===== src/rtl/mdio_master.sv =====
// rtl/mdio_master.sv - Clause 22 MDIO management master (single read/write frames)
module mdio_master #(
    parameter int CLK_DIV     = 25,
    parameter bit PREAMBLE_EN = 1'b1
) (
    input  logic        i_clk,
    input  logic        i_rst_n,
    input  logic        i_start,
    input  logic        i_rd,
    input  logic [4:0]  i_phy_addr,
    input  logic [4:0]  i_reg_addr,
    input  logic [15:0] i_wdata,
    output logic        o_busy,
    output logic        o_done,
    output logic [15:0] o_rdata,
    output logic        o_rd_err,
    output logic        o_mdc,
    output logic        o_mdo,
    output logic        o_mdo_t,
    input  logic        i_mdi
);

    localparam int FRAME_BITS = PREAMBLE_EN ? 64 : 32;
    localparam int PRE_BITS   = PREAMBLE_EN ? 32 : 0;
    localparam int DIV_W      = (CLK_DIV > 1) ? $clog2(CLK_DIV) : 1;

    localparam logic [DIV_W-1:0] DIV_LAST = DIV_W'(CLK_DIV - 1);
    localparam logic [5:0]       LAST_BIT = 6'(FRAME_BITS - 1);
    localparam logic [5:0]       TA1_BIT  = 6'(PRE_BITS + 14);
    localparam logic [5:0]       TA2_BIT  = 6'(PRE_BITS + 15);

    typedef enum logic [1:0] {
        IDLE,
        SHIFT,
        DONE
    } state_t;

    state_t                  state;
    logic [FRAME_BITS-1:0]   shreg;
    logic [DIV_W-1:0]        div;
    logic [5:0]              bit_cnt;
    logic [5:0]              next_bit;
    logic                    rd_lat;
    logic [15:0]             rx_data;
    logic                    rx_err;
    logic [31:0]             frame_body;

    // Read frames carry 1s in the TA/DATA slots; those bits are never driven.
    always_comb begin
        frame_body = {2'b01, (i_rd ? 2'b10 : 2'b01), i_phy_addr, i_reg_addr,
                      (i_rd ? 2'b11 : 2'b10), (i_rd ? 16'hFFFF : i_wdata)};
        next_bit   = bit_cnt + 6'd1;
    end

    always_ff @(posedge i_clk or negedge i_rst_n) begin
        if (!i_rst_n) begin
            state    <= IDLE;
            shreg    <= '0;
            div      <= '0;
            bit_cnt  <= '0;
            rd_lat   <= 1'b0;
            rx_data  <= '0;
            rx_err   <= 1'b0;
            o_busy   <= 1'b0;
            o_done   <= 1'b0;
            o_rdata  <= '0;
            o_rd_err <= 1'b0;
            o_mdc    <= 1'b0;
            o_mdo    <= 1'b1;
            o_mdo_t  <= 1'b0;
        end else begin
            o_done <= 1'b0;
            case (state)
                IDLE: begin
                    o_mdc   <= 1'b0;
                    o_mdo_t <= 1'b0;
                    o_mdo   <= 1'b1;
                    if (i_start) begin
                        shreg   <= FRAME_BITS'({32'hFFFF_FFFF, frame_body});
                        o_mdo   <= PREAMBLE_EN ? 1'b1 : frame_body[31];
                        o_mdo_t <= 1'b1;
                        rd_lat  <= i_rd;
                        div     <= '0;
                        bit_cnt <= '0;
                        o_busy  <= 1'b1;
                        state   <= SHIFT;
                    end
                end

                SHIFT: begin
                    if (div != DIV_LAST) begin
                        div <= div + DIV_W'(1);
                    end else begin
                        div <= '0;
                        if (!o_mdc) begin
                            // Rising MDC: the PHY's bit is stable here.
                            o_mdc <= 1'b1;
                            if (rd_lat && bit_cnt == TA2_BIT) begin
                                rx_err <= i_mdi;
                            end else if (rd_lat && bit_cnt > TA2_BIT) begin
                                rx_data <= {rx_data[14:0], i_mdi};
                            end
                        end else if (bit_cnt == LAST_BIT) begin
                            o_mdc   <= 1'b0;
                            o_mdo_t <= 1'b0;
                            o_mdo   <= 1'b1;
                            o_busy  <= 1'b0;
                            o_done  <= 1'b1;
                            state   <= DONE;
                            if (rd_lat) begin
                                o_rdata  <= rx_data;
                                o_rd_err <= rx_err;
                            end
                        end else begin
                            // Falling MDC: present the next bit for the whole low phase.
                            o_mdc   <= 1'b0;
                            bit_cnt <= next_bit;
                            shreg   <= {shreg[FRAME_BITS-2:0], 1'b1};
                            o_mdo   <= shreg[FRAME_BITS-2];
                            if (rd_lat && next_bit >= TA1_BIT) begin
                                o_mdo_t <= 1'b0;
                            end
                        end
                    end
                end

                DONE: begin
                    state <= IDLE;
                end

                default: begin
                    state <= IDLE;
                end
            endcase
        end
    end

endmodule


===== config.mk =====
export PLATFORM = sky130hd
export DESIGN_NAME = mdio_master
export DESIGN_NICKNAME = d
export VERILOG_FILES = /design/src/rtl/mdio_master.sv
export SDC_FILE = /design/constraint.sdc
export NUM_CORES = 1
export LEC_CHECK = 0
export CORE_MARGIN = 2
export CORE_UTILIZATION = 25
export CTS_BUF_LIST = sky130_fd_sc_hd__clkbuf_16
export CTS_CLUSTER_DIAMETER = 50
export DETAILED_ROUTE_END_ITERATION = 8
export PLACE_DENSITY_LB_ADDON = 0.25
export SYNTH_ARGS = -nofsm -noshare
export SYNTH_HDL_FRONTEND = slang
export SYNTH_SLANG_ARGS = --single-unit

===== constraint.sdc =====
create_clock -name i_clk -period 2.7 [get_ports i_clk]
set_input_delay 0.54 -clock i_clk [delete_from_list [all_inputs] [get_ports i_clk]]
set_output_delay 0.54 -clock i_clk [all_outputs]
set_load 0.01 [all_outputs]

==> results of run 1 <==
stage by stage:
step	instances	setup WS (ns)	area (µm²)
after floorplan	399	0.7601	4813
after global placement	675	0.4557	5649
after detailed placement	675	0.3616	5649
after CTS	707	0.3594	6262
after global routing	707	0.2026	6262
final	707	0.3920	6262
layer usage:
layer | global-route usage, % | vias to the layer above | routed length (µm)
met5 | 0 | - | 0
met4 | 4.846 | 0 | 133
met3 | 3.186 | 17 | 354
met2 | 17.36 | 63 | 4791
met1 | 13.15 | 1656 | 4576
li1 | - | 1575 | -
critical path, stage by stage, from the launching register on:
cell and delay [ns]:
dfrtp_1 0.42, inv_1 0.07, ha_1 0.20, and4b_1 0.23
nand3_1 0.20, o21ai_4 0.59, buf_4 0.31, nor2_1 0.06
a31oi_1 0.15
layout by cell type (no fill, tap or decap), drive strengths merged, types with 2 or more instances in the layout:
cell	n
mux2	35
ha	4
o22ai	17
a31oi	14
nand3	11
clkinvlp	4
dfrtp	115
clkbuf	17
a22o	3
nand2b	4
and3	4
clkinv	6
nor3	7
bufinv	4
inv	8
buf	11
nor4b	2
nor2	50
a21oi	12
clkdlybuf4s50	51
o21ai	9
nor2b	2
o22a	33
nand2	31
logic make-up (layout without fill, tap and decap cells):
logic type | Yosys count | in the layout
compound gates | 97 | 97
xor+xnor | 1 | 1
fa+ha+maj | 4 | 4
buf+inv | 27 | 101
flops | 116 | 116
mux | 36 | 36
simple gates | 118 | 118
area by class of cell:
| cell class | count | share of cell area, % |
|---|---|---|
| repair buffers | 62 | 10.07 |
| well taps | 234 | 4.675 |
| flip-flops and latches | 116 | 46.37 |
| clock buffers | 17 | 6.793 |
| clock inverters | 15 | 2.997 |
| inverters | 7 | 0.4196 |
| multi-input cells | 256 | 28.67 |
power breakdown:
group / switching [mW] / internal (mW) / total (mW)
Clock: 0.790 / 1.53 / 2.32
Sequential: 0.374 / 2.27 / 2.64
Combinational: 0.388 / 0.473 / 0.861
how the worst max path moves through the flow:
stage / start / cells after the start / endpoint / slack [ns]
after floorplan: div[0] / 8 / o_rdata[0] / 0.76
after global placement: div[0] / 8 / shreg[22] / 0.46
after detailed placement: div[0] / 8 / shreg[25] / 0.36
after CTS: div[0] / 8 / shreg[25] / 0.36
after global routing: div[0] / 8 / shreg[27] / 0.20
final: div[0] / 8 / shreg[26] / 0.39
state kept, by name, indices dropped and copies added (netlist names):
register / cells
o_mdc: 1
shreg: 63
o_mdo: 1
rx_data: 16
o_rdata: 16
rx_err: 1
bit_cnt: 6
o_mdo_t: 1
div: 5
o_busy: 1
rd_lat: 1
state: 2
o_done: 1
o_rd_err: 1
==> results by group, run 1 <==
GRT
  • Largest net degree at the start of global routing: 43
  • Vias in the first global route: 3,440
  • Global-route wire length before repair: 17,080 µm
  • Initial antenna violation count: 0
  • Total GRT Usage: 10.70%
  • Total global routing overflow: 0

Setup path
  • Critical path endpoint category: flop
  • Crit path DAT: 2.63 ns
  • Startpoint class of the critical path: flop
  • WS Path Type: flop to flop
  • Reg-to-Reg Start: div[0]
  • Flop-to-flop setup slack: 0.39 ns
  • CP required: 3.03 ns
  • Crit Path Max Fanout: 25
  • R2R depth: 8
  • Reg2reg end: shreg[26]

Timing
  • Final Skew: 0.008078 ns
  • Max-slew headroom: 55.56%
  • Peak Freq: 433.3 MHz
  • Hold_ws: 0.1275 ns
  • Worst-margin pin slew: 0.6597 ns
  • Tcrit/Tclk final: 85.48%
  • Final Hold Viols: 0
  • Max-slew violation count: 0
  • Post-layout minimum cycle time: 2.308 ns
  • Final setup vio count: 0
  • RSZ-0062 raised after global routing: false
  • Total negative setup slack: 0 ns

Detailed routing
  • DRT antenna net count: 0
  • Post-Route WL: 9855 µm
  • TritonRoute pass-1 iters: 4
  • DRC: 0
  • Initial drt markers: 203
  • Post-DR wirelength/cell: 13.94 µm
  • Vias: 3,311
  • Drt via density: 4.683

Synthesis
  • Most frequent cell after synthesis: dfrtp_1
  • Synth area leaders: dfrtp_1 (60%), o22a_1 (6.0%), mux2_2 (5.8%)
  • Share of the synthesized area in the top cell type: 59.79%
  • Ys flop type: dfrtp_1
  • Area leader, netlist: dfrtp_1
  • Combinational family with the most area after synthesis: compound AO/OA/AOI/OAI gates
  • Post-synthesis compound-gate area fraction: 14.43%
  • Simple logic cell fraction of the synthesized area: 12.22%
  • Mux contribution to synthesized area: 9.176%
  • Number of library cell types mapped by synthesis: 48
  • Post-synth ARST share: 100.0%
  • Number of synthesized flops with an enable pin: 0
  • Post-synthesis cell count: 399
  • Adder-cell share of the synthesized area: 1.040%
  • Share of the yosys chip area belonging to registers: 60.33%
  • Syn nets: 434
  • Post-Syn Area: 4813 µm²
  • YS warnings: 0
  • Average cell area after synthesis: 12.06 µm²
  • XOR/XNOR Fraction of Synth Area: 0.1820%
  • #FFs+latches synth: 116
  • Post-synth top cells: dfrtp_1 (115), nor2_1 (48), o22a_1 (33), nand2_1 (30), mux2_2 (25)

Floorplan
  • CORE AREA: 18,770 µm²
  • Die area: 20,380 µm²
  • Initial core utilization: 25.65%
  • FP Rows: 50
  • Die H: 142.8 µm
  • Die width: 142.8 µm
  • Top Ports: 53

CTS
  • Setup Fix Bufs, Post-CTS: 0
  • Clock tree sinks: 116
  • CTS Root Buffer Type: clkbuf_16
  • H-tree Lvls: 4
  • CTS tree: built
  • Longest Clk Path Bufs: 2
  • Cts hold-fix bufs: 0
  • Clk_lat worst skew: 0.41 ns
  • Cts bufs inserted: 17
  • Cts repair resizes: 0
  • Clk slew on worst S/H paths: 0.06 ns

Cells and area
  • Nets: 495
  • Fillers: 1,876
  • Final core utilization: 33.37%
  • Reg area: 2904 µm²
  • Diodes inserted: 0
  • Area of the multi-input gates: 1795 µm²
  • Share of cells above drive strength 1: 18.82%
  • Area Overhead vs Synth: 30.10%

Status
  • Outcome: finished clean

Pwr
  • Total power draw: 5.824 mW
  • Max VDD drop: 380.8 µV
  • PD cells: 930.0 nW/µm²
  • Static Leak: 2.634 nW

Worst hold path
  • Hold Path Class: primary input to async pin

Job
  • Max_cap viols: 0

Place
  • Final Wtd Congestion: 0.7268
  • DP Wirelength: 6645 µm
  • PortBufs: 52
No activity file was read; power rests on OpenSTA's default activity.
==> run 2, diff against run 1 <==
CAP_MARGIN = 15   (was default)
==> results of run 2 <==
No change in the layout: final DEF, timing and power equal those of run 1.
